### src/rtl/mux8_rr_arbiter.sv
// Round-robin arbiter driving the select of a shared 8:1 mux.
// Rotating priority pointer plus a bounded hold time per grant.
module mux8_rr_arbiter #(
    parameter int HOLD_MAX = 4,
    parameter int CW       = 3
) (
    input  logic       clk,
    input  logic       rst,
    input  logic [7:0] req,
    output logic [7:0] gnt,
    output logic [2:0] sel,
    output logic       gnt_valid
);

    typedef enum logic {
        IDLE,
        GRANT
    } state_t;

    state_t        state;
    logic [2:0]    ptr;
    logic [CW-1:0] hold_cnt;

    logic [2:0]    scan_start;
    logic          win_found;
    logic [2:0]    win_idx;
    logic          hold_hit;
    logic          release_g;

    // First set bit scanning start, start+1, ... (mod 8).
    function automatic logic [3:0] pick(input logic [7:0] r,
                                        input logic [2:0] s);
        logic [3:0] res;
        logic [2:0] idx;
        res = 4'd0;
        for (int k = 7; k >= 0; k--) begin
            idx = s + 3'(k);
            if (r[idx]) res = {1'b1, idx};
        end
        return res;
    endfunction

    always_comb begin
        scan_start = (state == GRANT) ? sel + 3'd1 : ptr;
        {win_found, win_idx} = pick(req, scan_start);
        hold_hit  = (HOLD_MAX != 0) && (hold_cnt == CW'(HOLD_MAX));
        release_g = !req[sel] || hold_hit;
    end

    always_ff @(posedge clk) begin
        if (rst) begin
            state     <= IDLE;
            ptr       <= 3'd0;
            hold_cnt  <= '0;
            gnt       <= 8'h00;
            sel       <= 3'd0;
            gnt_valid <= 1'b0;
        end else begin
            unique case (state)
                IDLE: begin
                    if (win_found) begin
                        gnt       <= 8'b1 << win_idx;
                        sel       <= win_idx;
                        gnt_valid <= 1'b1;
                        hold_cnt  <= CW'(1);
                        state     <= GRANT;
                    end
                end
                GRANT: begin
                    if (!release_g) begin
                        if (hold_cnt != '1) hold_cnt <= hold_cnt + CW'(1);
                    end else begin
                        ptr <= sel + 3'd1;
                        // Owner is scanned last, so a lone requester is re-granted.
                        if (win_found) begin
                            gnt      <= 8'b1 << win_idx;
                            sel      <= win_idx;
                            hold_cnt <= CW'(1);
                        end else begin
                            gnt       <= 8'h00;
                            gnt_valid <= 1'b0;
                            hold_cnt  <= '0;
                            state     <= IDLE;
                        end
                    end
                end
                default: state <= IDLE;
            endcase
        end
    end

endmodule
### config.mk
export PLATFORM = sky130hd
export DESIGN_NAME = mux8_rr_arbiter
export DESIGN_NICKNAME = d
export VERILOG_FILES = /design/src/rtl/mux8_rr_arbiter.sv
export SDC_FILE = /design/constraint.sdc
export NUM_CORES = 1
export LEC_CHECK = 0
export CAP_MARGIN = 30
export CORE_MARGIN = 1
export CORE_UTILIZATION = 46
export DETAILED_ROUTE_END_ITERATION = 7
export PLACE_DENSITY_LB_ADDON = 0.12
export SKIP_CTS_REPAIR_TIMING = 1
export SYNTH_ARGS = -nofsm -noshare
export SYNTH_HDL_FRONTEND = slang
export SYNTH_SLANG_ARGS = --single-unit
### constraint.sdc
create_clock -name clk -period 3.2 [get_ports clk]
set_input_delay 0.64 -clock clk [delete_from_list [all_inputs] [get_ports clk]]
set_output_delay 0.64 -clock clk [all_outputs]
set_load 0.01 [all_outputs]
== Word level (Yosys, flattened, before mapping) ==
Index checks and enable logic that the tools add are counted.

* Mux-type cells: 46
* Shift operators: 1
* Add/subtract/negate cells: 9
* Equality and inequality tests: 6
* Magnitude comparators: 9
* Reduce and logical (&&, ||, !) cells: 6
* Bitwise logic cells: 1

{| class="wikitable"
|+ Operators by type and width
! operator !! number
|-
| < comparator 3 x 4 -> 1 bit (second input constant) || 9
|-
| 2-to-1 mux 4 bit || 8
|-
| binary-select mux 1 bit (select 3 bit) || 9
|-
| 2-to-1 mux 8 bit || 3
|-
| 2-to-1 mux 3 bit || 6
|-
| one-hot mux 8 bit (2 select lines) || 1
|-
| 2-to-1 mux 1 bit || 15
|-
| adder 3 bit (second input constant) || 4
|-
| one-hot mux 3 bit (2 select lines) || 2
|-
| adder 3 x 1 -> 3 bit (second input constant) || 3
|-
| left shift 1 x 3 -> 8 bit (first input constant) || 1
|-
| adder 3 x 2 -> 3 bit (second input constant) || 2
|-
| AND reduction 2 bit || 3
|-
| != test 2 bit (second input constant) || 2
|-
| one-hot mux 1 bit (2 select lines) || 2
|-
| equality test 3 bit (second input constant) || 1
|-
| != test 3 x 1 -> 1 bit (second input constant) || 1
|-
| != test 3 bit (second input constant) || 1
|-
| AND reduction 3 bit || 1
|-
| != test 2 x 1 -> 1 bit (second input constant) || 1
|-
| zero test 1 bit || 1
|-
| logical OR 1 bit || 1
|-
| inverter 1 bit || 1
|}

* Output and inout port bits: 12
* Flip-flop bits (word level): 19
* Input port bits: 10

== Longest topological paths before layout ==
* Word-level depth: 17
* Mapped depth: 15
* Depth with buffers taken out: 14

== Least setup slack after synthesis ==
Ideal clock, no wire load.

* Kind: reg-to-reg
* From: register state
* To: register gnt[1]
* Required time: 3.083 ns
* Cell stages (with the launch flop): 14
* Period minus slack after synthesis: 3.411 ns
* Path slack: -0.211 ns
* Library setup time: 0.117 ns
* Arrival time: 3.293 ns
* Cells stage by stage: dfxtp_1 -> buf_2 -> mux2_2 -> buf_2 -> ha_1 -> inv_1 -> a211oi_1 -> or2_2 -> a21oi_1 -> nand3b_4 -> or4b_1 -> nand3b_1 -> a21oi_2 -> a32o_1

* Longest elaborated chain between the ends: 16

{| class="wikitable"
|+ RTL lines
! element !! line !! source
|-
| start, declared || 20 || <nowiki>state_t state;</nowiki>
|-
| start signal, assigned || 52 || <nowiki>state <= IDLE;</nowiki>
|-
| start signal, assigned || 66 || <nowiki>state <= GRANT;</nowiki>
|-
| start signal, assigned || 83 || <nowiki>state <= IDLE;</nowiki>
|-
| 2-to-1 mux 3 bit || 44 || <nowiki>scan_start = (state == GRANT) ? sel + 3'd1 : ptr;</nowiki>
|-
| adder 3 bit || 37 || <nowiki>idx = s + 3'(k);</nowiki>
|-
| binary-select mux 1 bit (select 3 bit) || 38 || <nowiki>if (r[idx]) res = {1'b1, idx};</nowiki>
|-
| 2-to-1 mux 1 bit (implied by the code) || 38 ||
|-
| 2-to-1 mux 4 bit (8 in a row) || 38 ||
|-
| left shift 1 x 3 -> 8 bit || 62, 76 ||
|-
| 2-to-1 mux 8 bit || 75 || <nowiki>if (win_found) begin</nowiki>
|-
| 2-to-1 mux 8 bit || 70 || <nowiki>if (!release_g) begin</nowiki>
|-
| one-hot mux 8 bit (2 select lines) || 59 || <nowiki>unique case (state)</nowiki>
|-
| end signal, assigned || 62 || <nowiki>gnt <= 8'b1 << win_idx;</nowiki>
|-
| end signal, assigned || 76 || <nowiki>gnt <= 8'b1 << win_idx;</nowiki>
|-
| end, declared || 10 || <nowiki>output logic [7:0] gnt,</nowiki>
|}

Parallel ways exist; a longest one is shown, timed or not. The select of a mux whose other input is x is not followed.
A chain may end at the register's enable or synchronous reset.

== Worst setup path after layout ==
* From: register sel[1]
* To: register gnt[0]

* Longest elaborated chain between the ends: 17

{| class="wikitable"
|+ RTL lines
! element !! line !! source
|-
| start, declared || 11 || <nowiki>output logic [2:0] sel,</nowiki>
|-
| start signal, assigned || 63 || <nowiki>sel <= win_idx;</nowiki>
|-
| start signal, assigned || 77 || <nowiki>sel <= win_idx;</nowiki>
|-
| adder 3 x 1 -> 3 bit || 44 ||
|-
| 2-to-1 mux 3 bit || 44 ||
|-
| adder 3 bit || 37 ||
|-
| binary-select mux 1 bit (select 3 bit) || 38 ||
|-
| 2-to-1 mux 1 bit (implied by the code) || 38 ||
|-
| 2-to-1 mux 4 bit (8 in a row) || 38 ||
|-
| left shift 1 x 3 -> 8 bit || 62, 76 ||
|-
| 2-to-1 mux 8 bit || 75 ||
|-
| 2-to-1 mux 8 bit || 70 ||
|-
| one-hot mux 8 bit (2 select lines) || 59 ||
|}

Parallel ways exist; a longest one is shown, timed or not. The select of a mux whose other input is x is not followed.

==> flow_summary.ini <==
[status]
status = finished with violations
violations = negative setup slack

[sta]
layout_min_cycle_time_ns = 3.21
post-route-period-util = 1.00
setup-violations-final = 5
fin_ws_ns = -0.0141
hold_ws_ns = 0.459
worstMarginPinSlew_ns = 0.613
max-slew-margin-rel = 0.590
fin_worst_skew_ns = 0.00230
rsz0062_at_grt = yes
slew_violations = 0
fmax_mhz = 311
hold_viol = 0

[power]
ir_drop_uv = 566
internal_power_mw = 1.50
switching_power_mw = 1.32
p_leak_nw = 1.20
power_mw = 2.83
powerDensity_nw_per_um2 = 973
power_frac_comb = 0.818
clockPowerShare = 0.060
switching_share = 0.468
p_seq_frac = 0.122

[yosys]
syn_area_um2 = 1930
synthFlopType = dfxtp_1
synthTopCellsByCount = nand2_1 (24), nor2_1 (23), dfxtp_1 (19)
ys_seq_elements = 19
yosysUniqueCellTypes = 63
avgSynthCellArea_um2 = 8.29
yosysTopAreaCell = dfxtp_1
netlist_top_cells_area = dfxtp_1 (20%), mux4_2 (5.8%), nand2_1 (4.7%), ha_1 (4.5%), nor2_1 (4.5%)
synthCells = 233
synthArstFlopShare = 0
synth_most_common_cell = nand2_1
synth_top_area_frac = 0.197
synth-edff-count = 0
syn_nets = 250
ys_warn_count = 0
yosysSeqAreaShare = 0.197

[die]
io_pins = 22
start_util = 0.479
die_h_um = 66.8
die-area_um2 = 4460
rows = 23
die_x_um = 66.8
core_area_um2 = 4030

[global_routing]
busiest_layer = met2
overflow = 0
use_met1 = 0.373
grt_max_degree = 16
grt_pass1_vias = 2037
grt_pass1_wl_um = 9700
grtUsageMet3 = 0.0240
grt_util_all_layers = 0.292
antenna_found_initial = 0
use_met2 = 0.500

[clock_network]
root_buffer = clkbuf_8
clock_latency_ns = 0.26
tritoncts = done
clk_pin_slew_ns = 0.07
numClockSinks = 19
htreeDepth = 1
numCtsBuffers = 3
clock_path_buffers = 2

[setup_path]
reg2reg_depth = 14
r2r-start = sel[1]
crit_path_top_delay_cell = or4b_4
arrival_ns = 3.37
critPathMaxStageDelay_ns = 0.52
critPathKind = flip-flop to flip-flop
path_delay_family = simple AND/OR/NAND/NOR gates
critPathLaunchType = flip-flop
timing.rr.end = gnt[0]
path_max_fanout = 5
r2r_setup_slack_ns = -0.01
path_buf_inv = 3
crit_path_end_kind = flip-flop
required_ns = 3.35
crit_chain = ha_4 -> mux2_4 -> ha_4 -> inv_2 -> a211oi_2 -> buf_4 -> or2_4 -> buf_6 -> o211ai_4 -> nand3b_4 -> or4b_4 -> nand3b_1 -> a21oi_4 -> a32o_1
cpMostUsedCell = ha_4

[place]
placed_area_um2 = 2680
place.detailed.hpwl_um = 4720
place_ws_ns = -0.168
portBuffers = 21
place_congestion = 1.02

[final_layout]
diodes = 0
syn_to_final_growth_pct = 50.6
nets = 335
drive_above_1_share = 0.366
final_area_um2 = 2910

[min_path]
holdPathEnd = gnt[5]
min_path_type = flip-flop to flip-flop
min_from = gnt[5]
hold_depth = 2

[drt]
wl_per_cell_um = 17.1
routed_wirelength_um = 6270
drt_iter0_markers = 172
post-route-drc-count = 0
detail-route-antenna-nets = 0
vias = 2217
detailedRoute.firstPassIterationCount = 4
vias_per_cell = 6.04

[run]
maxCapViolCount = 0
==> layer usage <==
metal  wire (µm)  part of all wire  vias up
met4         196             0.031        0
met3         350             0.056       18
li1            -                 -     1076
met1        2670              0.43     1042
met5           0                 0        -
met2        3050              0.49       81
==> worst max path at each step <==
stage	from	endpoint	slack, ns	cells past startpoint
6_report	sel[1]	gnt[0]	-0.01	14
5_1_grt	sel[1]	gnt[5]	-0.12	14
4_1_cts	sel[1]	sel[1]	-0.21	14
3_5_place_dp	sel[1]	sel[1]	-0.17	14
3_3_place_gp	sel[1]	gnt[6]	-0.12	14
2_1_floorplan	sel[1]	gnt[1]	0.009	13
==> power groups by stage <==
stage | combinational, mW | sequential [mW] | clock [mW]
6_report | 2.31 | 0.345 | 0.169
4_1_cts | 2.05 | 0.344 | 0.171
5_1_grt | 2.47 | 0.354 | 0.181
3_5_place_dp | 2.03 | 0.348 | 0
3_3_place_gp | 2.01 | 0.347 | 0
2_1_floorplan | 1.24 | 0.369 | 0
==> sequential cells by signal, summed over array words and instances (netlist names) <==
name       flops
sel            3
gnt_valid      1
ptr            3
hold_cnt       3
state          1
gnt            8
==> layout by cell type, fill, tap and decap left out, types with 3 or more instances in the layout <==
| cell type | instances |
|---|---|
| a21oi_1 | 11 |
| a22oi_1 | 5 |
| a32o_1 | 4 |
| and2_1 | 3 |
| buf_4 | 62 |
| buf_6 | 4 |
| clkbuf_8 | 3 |
| clkdlybuf4s50_1 | 21 |
| dfxtp_1 | 16 |
| ha_1 | 4 |
| ha_4 | 3 |
| inv_1 | 12 |
| mux2_2 | 5 |
| mux2i_1 | 4 |
| mux4_1 | 3 |
| mux4_2 | 5 |
| nand2_1 | 22 |
| nand2b_1 | 3 |
| nand3_1 | 13 |
| nor2_1 | 21 |
| nor3_1 | 5 |
| o211ai_1 | 6 |
| o21ai_0 | 10 |
| o32ai_1 | 3 |
| xnor2_1 | 3 |
==> worst min-delay path: stages, from the launching register on <==
cell and delay [ns]:
dfxtp_1 0.31, inv_1 0.05, o32ai_1 0.05
==> final cells by class <==
cell class	count	area, µm²
tap	50	62.6
multi-input combinational	192	1630
inverter	15	58.8
timing repair buffer	87	721
fill	309	1120
sequential	19	389
clock buffer	4	45.0
==> stage by stage <==
stage / TNS [ns] / std cells / util
5_1_grt: -0.863 / 367 / 0.722
4_1_cts: -1.91 / 364 / 0.676
2_1_floorplan: 0 / 233 / -
3_5_place_dp: -1.84 / 360 / 0.665
3_3_place_gp: -1.12 / 360 / 0.665
6_report: -0.0345 / 367 / 0.722
==> cell families after synthesis <==
| family | count (synthesis) | synth area share |
|---|---|---|
| and+or+nand+nor | 87 | 0.229 |
| buffers and inverters | 22 | 0.0499 |
| DFF | 19 | 0.197 |
| xor gates and xnor gates | 5 | 0.0227 |
| muxes | 19 | 0.163 |
| AOI/OAI and AO/OA | 74 | 0.294 |
| adders and majority gates | 7 | 0.0454 |
(Power assumes the default switching activity.)
